File: src/rtl/config_loader_if.sv
// Host-side handshake bundle for config_loader: word load path, readback path and status.
interface config_loader_if #(
    parameter int WORD_W = 8
);
    logic              load_start;
    logic              rb_start;
    logic [WORD_W-1:0] in_dataA;
    logic [WORD_W-1:0] in_dataB;
    logic              in_valid;
    logic              in_ready;
    logic [WORD_W-1:0] out_dataA;
    logic [WORD_W-1:0] out_dataB;
    logic              out_valid;
    logic              out_ready;
    logic              busy;
    logic              done;

    modport master (
        output load_start, rb_start, in_dataA, in_dataB, in_valid, out_ready,
        input  in_ready, out_dataA, out_dataB, out_valid, busy, done
    );

    modport slave (
        input  load_start, rb_start, in_dataA, in_dataB, in_valid, out_ready,
        output in_ready, out_dataA, out_dataB, out_valid, busy, done
    );
endinterface

File: src/rtl/config_loader.sv
// Serialises host words MSB-first into the two CB config chains and reads them back
// non-destructively by recirculating each chain tail into its head.
module config_loader #(
    parameter int CHAIN_LEN = 25,
    parameter int WORD_W    = 8
) (
    input  logic            clk,
    input  logic            nrst,
    config_loader_if.slave  host,
    output logic            cfg_en,
    output logic            cfg_outA,
    output logic            cfg_outB,
    input  logic            cfg_retA,
    input  logic            cfg_retB
);
    localparam int NW  = (CHAIN_LEN + WORD_W - 1) / WORD_W;
    localparam int PAD = NW * WORD_W - CHAIN_LEN;
    localparam int WCW = $clog2(NW + 1);
    localparam int BCW = $clog2(WORD_W + 1);

    localparam logic [WCW-1:0] LAST_WORD = WCW'(NW);
    localparam logic [BCW-1:0] LAST_BIT  = BCW'(WORD_W - 1);
    localparam logic [BCW-1:0] PAD_BITS  = BCW'(PAD);

    localparam logic [2:0] IDLE     = 3'd0;
    localparam logic [2:0] LD_WAIT  = 3'd1;
    localparam logic [2:0] LD_SHIFT = 3'd2;
    localparam logic [2:0] RB_SHIFT = 3'd3;
    localparam logic [2:0] RB_OUT   = 3'd4;

    logic [2:0]        state;
    logic [WCW-1:0]    word_cnt;
    logic [BCW-1:0]    bit_cnt;
    logic [WORD_W-1:0] shA, shB;
    logic [WORD_W-1:0] rdA, rdB;
    logic              done_q;

    // cfg_en is a flop that is set on entry to either shift state and cleared on exit,
    // so it is high exactly while the chain is being shifted.
    always_ff @(posedge clk or negedge nrst) begin
        if (!nrst) begin
            state    <= IDLE;
            word_cnt <= '0;
            bit_cnt  <= '0;
            shA      <= '0;
            shB      <= '0;
            rdA      <= '0;
            rdB      <= '0;
            cfg_en   <= 1'b0;
            done_q   <= 1'b0;
        end else begin
            done_q <= 1'b0;
            case (state)
                IDLE: begin
                    if (host.load_start) begin
                        state    <= LD_WAIT;
                        word_cnt <= '0;
                    end else if (host.rb_start) begin
                        // The first readback word carries the pad bits as leading zeros.
                        state    <= RB_SHIFT;
                        word_cnt <= '0;
                        bit_cnt  <= PAD_BITS;
                        rdA      <= '0;
                        rdB      <= '0;
                        cfg_en   <= 1'b1;
                    end
                end
                LD_WAIT: begin
                    if (host.in_valid) begin
                        shA      <= host.in_dataA;
                        shB      <= host.in_dataB;
                        bit_cnt  <= '0;
                        word_cnt <= word_cnt + WCW'(1);
                        cfg_en   <= 1'b1;
                        state    <= LD_SHIFT;
                    end
                end
                LD_SHIFT: begin
                    shA     <= shA << 1;
                    shB     <= shB << 1;
                    bit_cnt <= bit_cnt + BCW'(1);
                    if (bit_cnt == LAST_BIT) begin
                        cfg_en <= 1'b0;
                        if (word_cnt == LAST_WORD) begin
                            done_q <= 1'b1;
                            state  <= IDLE;
                        end else begin
                            state  <= LD_WAIT;
                        end
                    end
                end
                RB_SHIFT: begin
                    rdA     <= {rdA[WORD_W-2:0], cfg_retA};
                    rdB     <= {rdB[WORD_W-2:0], cfg_retB};
                    bit_cnt <= bit_cnt + BCW'(1);
                    if (bit_cnt == LAST_BIT) begin
                        cfg_en   <= 1'b0;
                        word_cnt <= word_cnt + WCW'(1);
                        state    <= RB_OUT;
                    end
                end
                RB_OUT: begin
                    if (host.out_ready) begin
                        if (word_cnt == LAST_WORD) begin
                            done_q <= 1'b1;
                            state  <= IDLE;
                        end else begin
                            bit_cnt <= '0;
                            cfg_en  <= 1'b1;
                            state   <= RB_SHIFT;
                        end
                    end
                end
                default: state <= IDLE;
            endcase
        end
    end

    // During readback the tail recirculates straight into the head so the chain is restored.
    always_comb begin
        cfg_outA = 1'b0;
        cfg_outB = 1'b0;
        case (state)
            LD_SHIFT: begin
                cfg_outA = shA[WORD_W-1];
                cfg_outB = shB[WORD_W-1];
            end
            RB_SHIFT: begin
                cfg_outA = cfg_retA;
                cfg_outB = cfg_retB;
            end
            default: ;
        endcase
    end

    assign host.in_ready  = (state == LD_WAIT);
    assign host.out_valid = (state == RB_OUT);
    assign host.out_dataA = (state == RB_OUT) ? rdA : '0;
    assign host.out_dataB = (state == RB_OUT) ? rdB : '0;
    assign host.busy      = (state != IDLE);
    assign host.done      = done_q;
endmodule

File: src/flat_wrapper.sv
// flat-port wrapper written by rule: the top's interface ports become plain ports
module config_loader_flat 
#(
    parameter int CHAIN_LEN = 25,
    parameter int WORD_W    = 8
)
  (clk, nrst, cfg_en, cfg_outA, cfg_outB, cfg_retA, cfg_retB, host_load_start, host_rb_start, host_in_dataA, host_in_dataB, host_in_valid, host_out_ready, host_in_ready, host_out_dataA, host_out_dataB, host_out_valid, host_busy, host_done);
  config_loader_if #(.WORD_W(WORD_W)) host_i ();
  input  logic clk;
  input  logic nrst;
  output logic cfg_en;
  output logic cfg_outA;
  output logic cfg_outB;
  input  logic cfg_retA;
  input  logic cfg_retB;
  input wire logic [$bits(host_i.load_start)-1:0] host_load_start;
  input wire logic [$bits(host_i.rb_start)-1:0] host_rb_start;
  input wire logic [$bits(host_i.in_dataA)-1:0] host_in_dataA;
  input wire logic [$bits(host_i.in_dataB)-1:0] host_in_dataB;
  input wire logic [$bits(host_i.in_valid)-1:0] host_in_valid;
  input wire logic [$bits(host_i.out_ready)-1:0] host_out_ready;
  output wire logic [$bits(host_i.in_ready)-1:0] host_in_ready;
  output wire logic [$bits(host_i.out_dataA)-1:0] host_out_dataA;
  output wire logic [$bits(host_i.out_dataB)-1:0] host_out_dataB;
  output wire logic [$bits(host_i.out_valid)-1:0] host_out_valid;
  output wire logic [$bits(host_i.busy)-1:0] host_busy;
  output wire logic [$bits(host_i.done)-1:0] host_done;
  assign host_i.load_start = host_load_start;
  assign host_i.rb_start = host_rb_start;
  assign host_i.in_dataA = host_in_dataA;
  assign host_i.in_dataB = host_in_dataB;
  assign host_i.in_valid = host_in_valid;
  assign host_i.out_ready = host_out_ready;
  assign host_in_ready = host_i.in_ready;
  assign host_out_dataA = host_i.out_dataA;
  assign host_out_dataB = host_i.out_dataB;
  assign host_out_valid = host_i.out_valid;
  assign host_busy = host_i.busy;
  assign host_done = host_i.done;
  config_loader #(.CHAIN_LEN(CHAIN_LEN), .WORD_W(WORD_W)) u_core (.clk(clk), .nrst(nrst), .host(host_i), .cfg_en(cfg_en), .cfg_outA(cfg_outA), .cfg_outB(cfg_outB), .cfg_retA(cfg_retA), .cfg_retB(cfg_retB));
endmodule
File: config.mk
export PLATFORM = sky130hd
export DESIGN_NAME = config_loader_flat
export DESIGN_NICKNAME = d
export VERILOG_FILES = /design/src/rtl/config_loader_if.sv /design/src/rtl/config_loader.sv /design/src/flat_wrapper.sv
export SDC_FILE = /design/constraint.sdc
export NUM_CORES = 1
export LEC_CHECK = 0
export CELL_PAD_IN_SITES_DETAIL_PLACEMENT = 1
export CELL_PAD_IN_SITES_GLOBAL_PLACEMENT = 1
export CORE_UTILIZATION = 35
export DETAILED_ROUTE_END_ITERATION = 8
export HOLD_SLACK_MARGIN = 0.05
export PLACE_DENSITY = 0.76
export SKIP_CTS_REPAIR_TIMING = 1
export SLEW_MARGIN = 10
export SYNTH_ARGS = -nofsm -noshare
export SYNTH_HDL_FRONTEND = slang
export SYNTH_SLANG_ARGS = --single-unit
File: constraint.sdc
create_clock -name clk -period 1.8 [get_ports clk]
set_input_delay 0.36 -clock clk [delete_from_list [all_inputs] [get_ports clk]]
set_output_delay 0.36 -clock clk [all_outputs]
set_load 0.1 [all_outputs]
==> impl_metrics.yaml <==
synthesis:
  netlist_top_cells_area: "dfrtp_1 49%, a22o_1 7.1%, and2_1 4.8%, nand2_1 4.2%, nor2_1 3.0%"
  avgSynthCellArea_um2: 9.822
  ys_types: 41
  seq_area_frac_synth_pct: 49.38
  ys_seq_elements: 44
  ys_warn_count: 0
  syn_nets: 254
  synth_top_area_cell: "dfrtp_1"
  synth_top_area_share_pct: 49.38
  syn_area_um2: 2230
  syn-instance-count: 227
setup_path:
  worstSetupPathType: "reg -> out"
  cp.required_ps: 1440
  crit_fanout: 9
  cp_data_arrival_time_ps: 1590
  worstSetupStartpointType: "flop"
  endpoint_kind: "output pin"
cts:
  worstSkewPairLatency_ps: 290
  ctsLongestPathBuffers: 2
  clk_pin_slew_ps: 70
  htree_levels: 2
  numCtsBuffers: 5
  cts_tree: "done"
  ctsRootBufferMaster: "clkbuf_8"
  clock_sinks: 44
placement:
  gp_congestion: 0.7836
  place_area_um2: 3087
  dp_slack_ps: -94.41
  dp.cells: 346
  dp_hpwl_um: 3961
  port_buffers: 46
finish:
  drive_above_1_share_pct: 31.21
  final_cell_mix: "43 x dfrtp_1, 24 x nand2_1, 23 x buf_12"
  syn2layout_area_growth_pct: 47.08
  final_util_pct: 54.42
  fillCellCount: 654
  finalNetCount: 310
  postLayoutCellArea_um2: 3279
  final_common_cell: "dfrtp_1"
  num_antenna_cells: 0
  final_cell_count_no_fill: 357
global_routing:
  grt_start_max_net_pins: 45
  overflow: 0
  grt_pass1_vias: 1868
  grt_pass1_wl_um: 9301
  antenna_found_initial: 0
  grtUsageTotal_pct: 18.78
detailed_routing:
  drt_wl_total_um: 5517
  ant_nets: 0
  wl_per_cell_um: 15.45
  vias: 1870
  vias_per_cell: 5.238
  drt-initial-drc-count: 104
  dr.pass1.iters: 4
  drc: 0
timing:
  worst_pin_slew_ps: 565.7
  setup_viol_count_final: 19
  relSlewSlack_pct: 62.28
  fin_ws_ps: -146.9
  post-route-min-period_ps: 1947
  hold_viol: 0
  finalClockSkew_ps: 3.486
  slew_viol_final: 0
  rsz0062_at_grt: "yes"
  fin_crit_sh_pct: 108.2
  fmax_mhz: 513.6
min_path:
  hold_class: "in -> async"
job:
  drv_cap: 0
pwr:
  peakVddDrop_mv: 0.9336
  p_per_area_nw_per_um2: 1635
  cellLeakagePower_nw: 1.431
outcome:
  status: "complete, but fails checks"
  violations: "setup timing"
die:
  die_w_um: 81.82
  core_um2: 6026
  io_pins: 47
  die_h_um: 81.82
  dieArea_um2: 6694
  start_util_pct: 37.00
  rows: 28
## through the flow
step | hold WS [ps] | TNS (ps) | power [mW]
finish | 129.3 | -2208 | 5.360
global route | 188.2 | -3063 | 5.760
CTS | 158.7 | -2259 | 5.290
detailed placement | 479.8 | -1055 | 4.554
global placement | 474.2 | -76.85 | 4.414
floorplan | 64.41 | -3931 | 3.734
## where the power goes
group	switching, mW	internal [mW]	leakage [nW]
logic	1.63	1.26	0.840
registers	0.339	1.41	0.540
clock network	0.320	0.398	0.0501
## state kept, by name (all words and copies together), names as in the netlist
| name | flops |
|---|---|
| u_core.bit_cnt | 4 |
| u_core.cfg_en | 1 |
| u_core.host.done | 1 |
| u_core.rdA | 8 |
| u_core.rdB | 8 |
| u_core.shA | 8 |
| u_core.shB | 8 |
| u_core.state | 3 |
| u_core.word_cnt | 3 |
## critical path, stage by stage (launching register included)
cell	delay (ps)
dfrtp_1	460
nor3b_4	300
buf_6	180
and2_2	170
buf_12	170
## final timing paths
path | startpoint | cells past startpoint | slack (ps) | end
max | u_core.state[0] | 4 | -150 | host_out_dataA[6]
min | nrst | 2 | 130 | u_core.word_cnt[0]
max reg2reg | u_core.state[0] | 6 | 40 | u_core.bit_cnt[1]
min reg2reg | u_core.rdA[7] | 1 | 500 | u_core.rdA[7]
max in group asynchronous | nrst | 2 | 1250 | u_core.state[1]
min in group clk | u_core.rdA[7] | 1 | 500 | u_core.rdA[7]
## cells in the mapped netlist, drive strengths merged
master	count
o21ba	1
nand2b	6
buf	14
nand2	25
or3	1
or3b	1
mux2i	3
xor2	1
o31ai	1
ha	3
o22ai	8
nor3	11
clkbuf	2
nor4	1
mux2	2
a31oi	8
nor2	21
nand3	3
o21ai	7
and2	17
dfrtp	44
xnor2	2
nor2b	2
a22o	18
a21o	2
and3	1
inv	5
nand4b	1
and3b	1
a21oi	11
a22oi	1
or2	1
nor3b	2
## routing by layer
metal,wire length [µm],vias to the layer above,track usage (%)
met1,2533,913,24.67
met5,0,-,0
met3,230,4,4.111
met4,37,0,4.211
met2,2716,47,31.49
li1,-,906,-
## cells by family (layout without fill, tap and decap cells)
logic type | count (synthesis) | count (layout) | share of synthesized area, %
mux | 5 | 5 | 2.525
buf+inv | 21 | 76 | 5.219
flops | 44 | 44 | 49.38
simple gates | 94 | 94 | 22.11
compound gates | 57 | 57 | 17.90
xor+xnor | 3 | 3 | 1.179
fa+ha+maj | 3 | 3 | 1.684
## cell type report
class,count,area [µm²],area share [%]
Sequential cell,44,1102,33.61
Clock inverter,1,30.03,0.9157
Clock buffer,5,68.82,2.098
Multi-Input combinational cell,162,1115,33.99
Inverter,5,18.77,0.5723
Tap cell,75,93.84,2.861
Timing Repair Buffer,65,850.8,25.94
No activity file was read; power rests on OpenSTA's default activity.
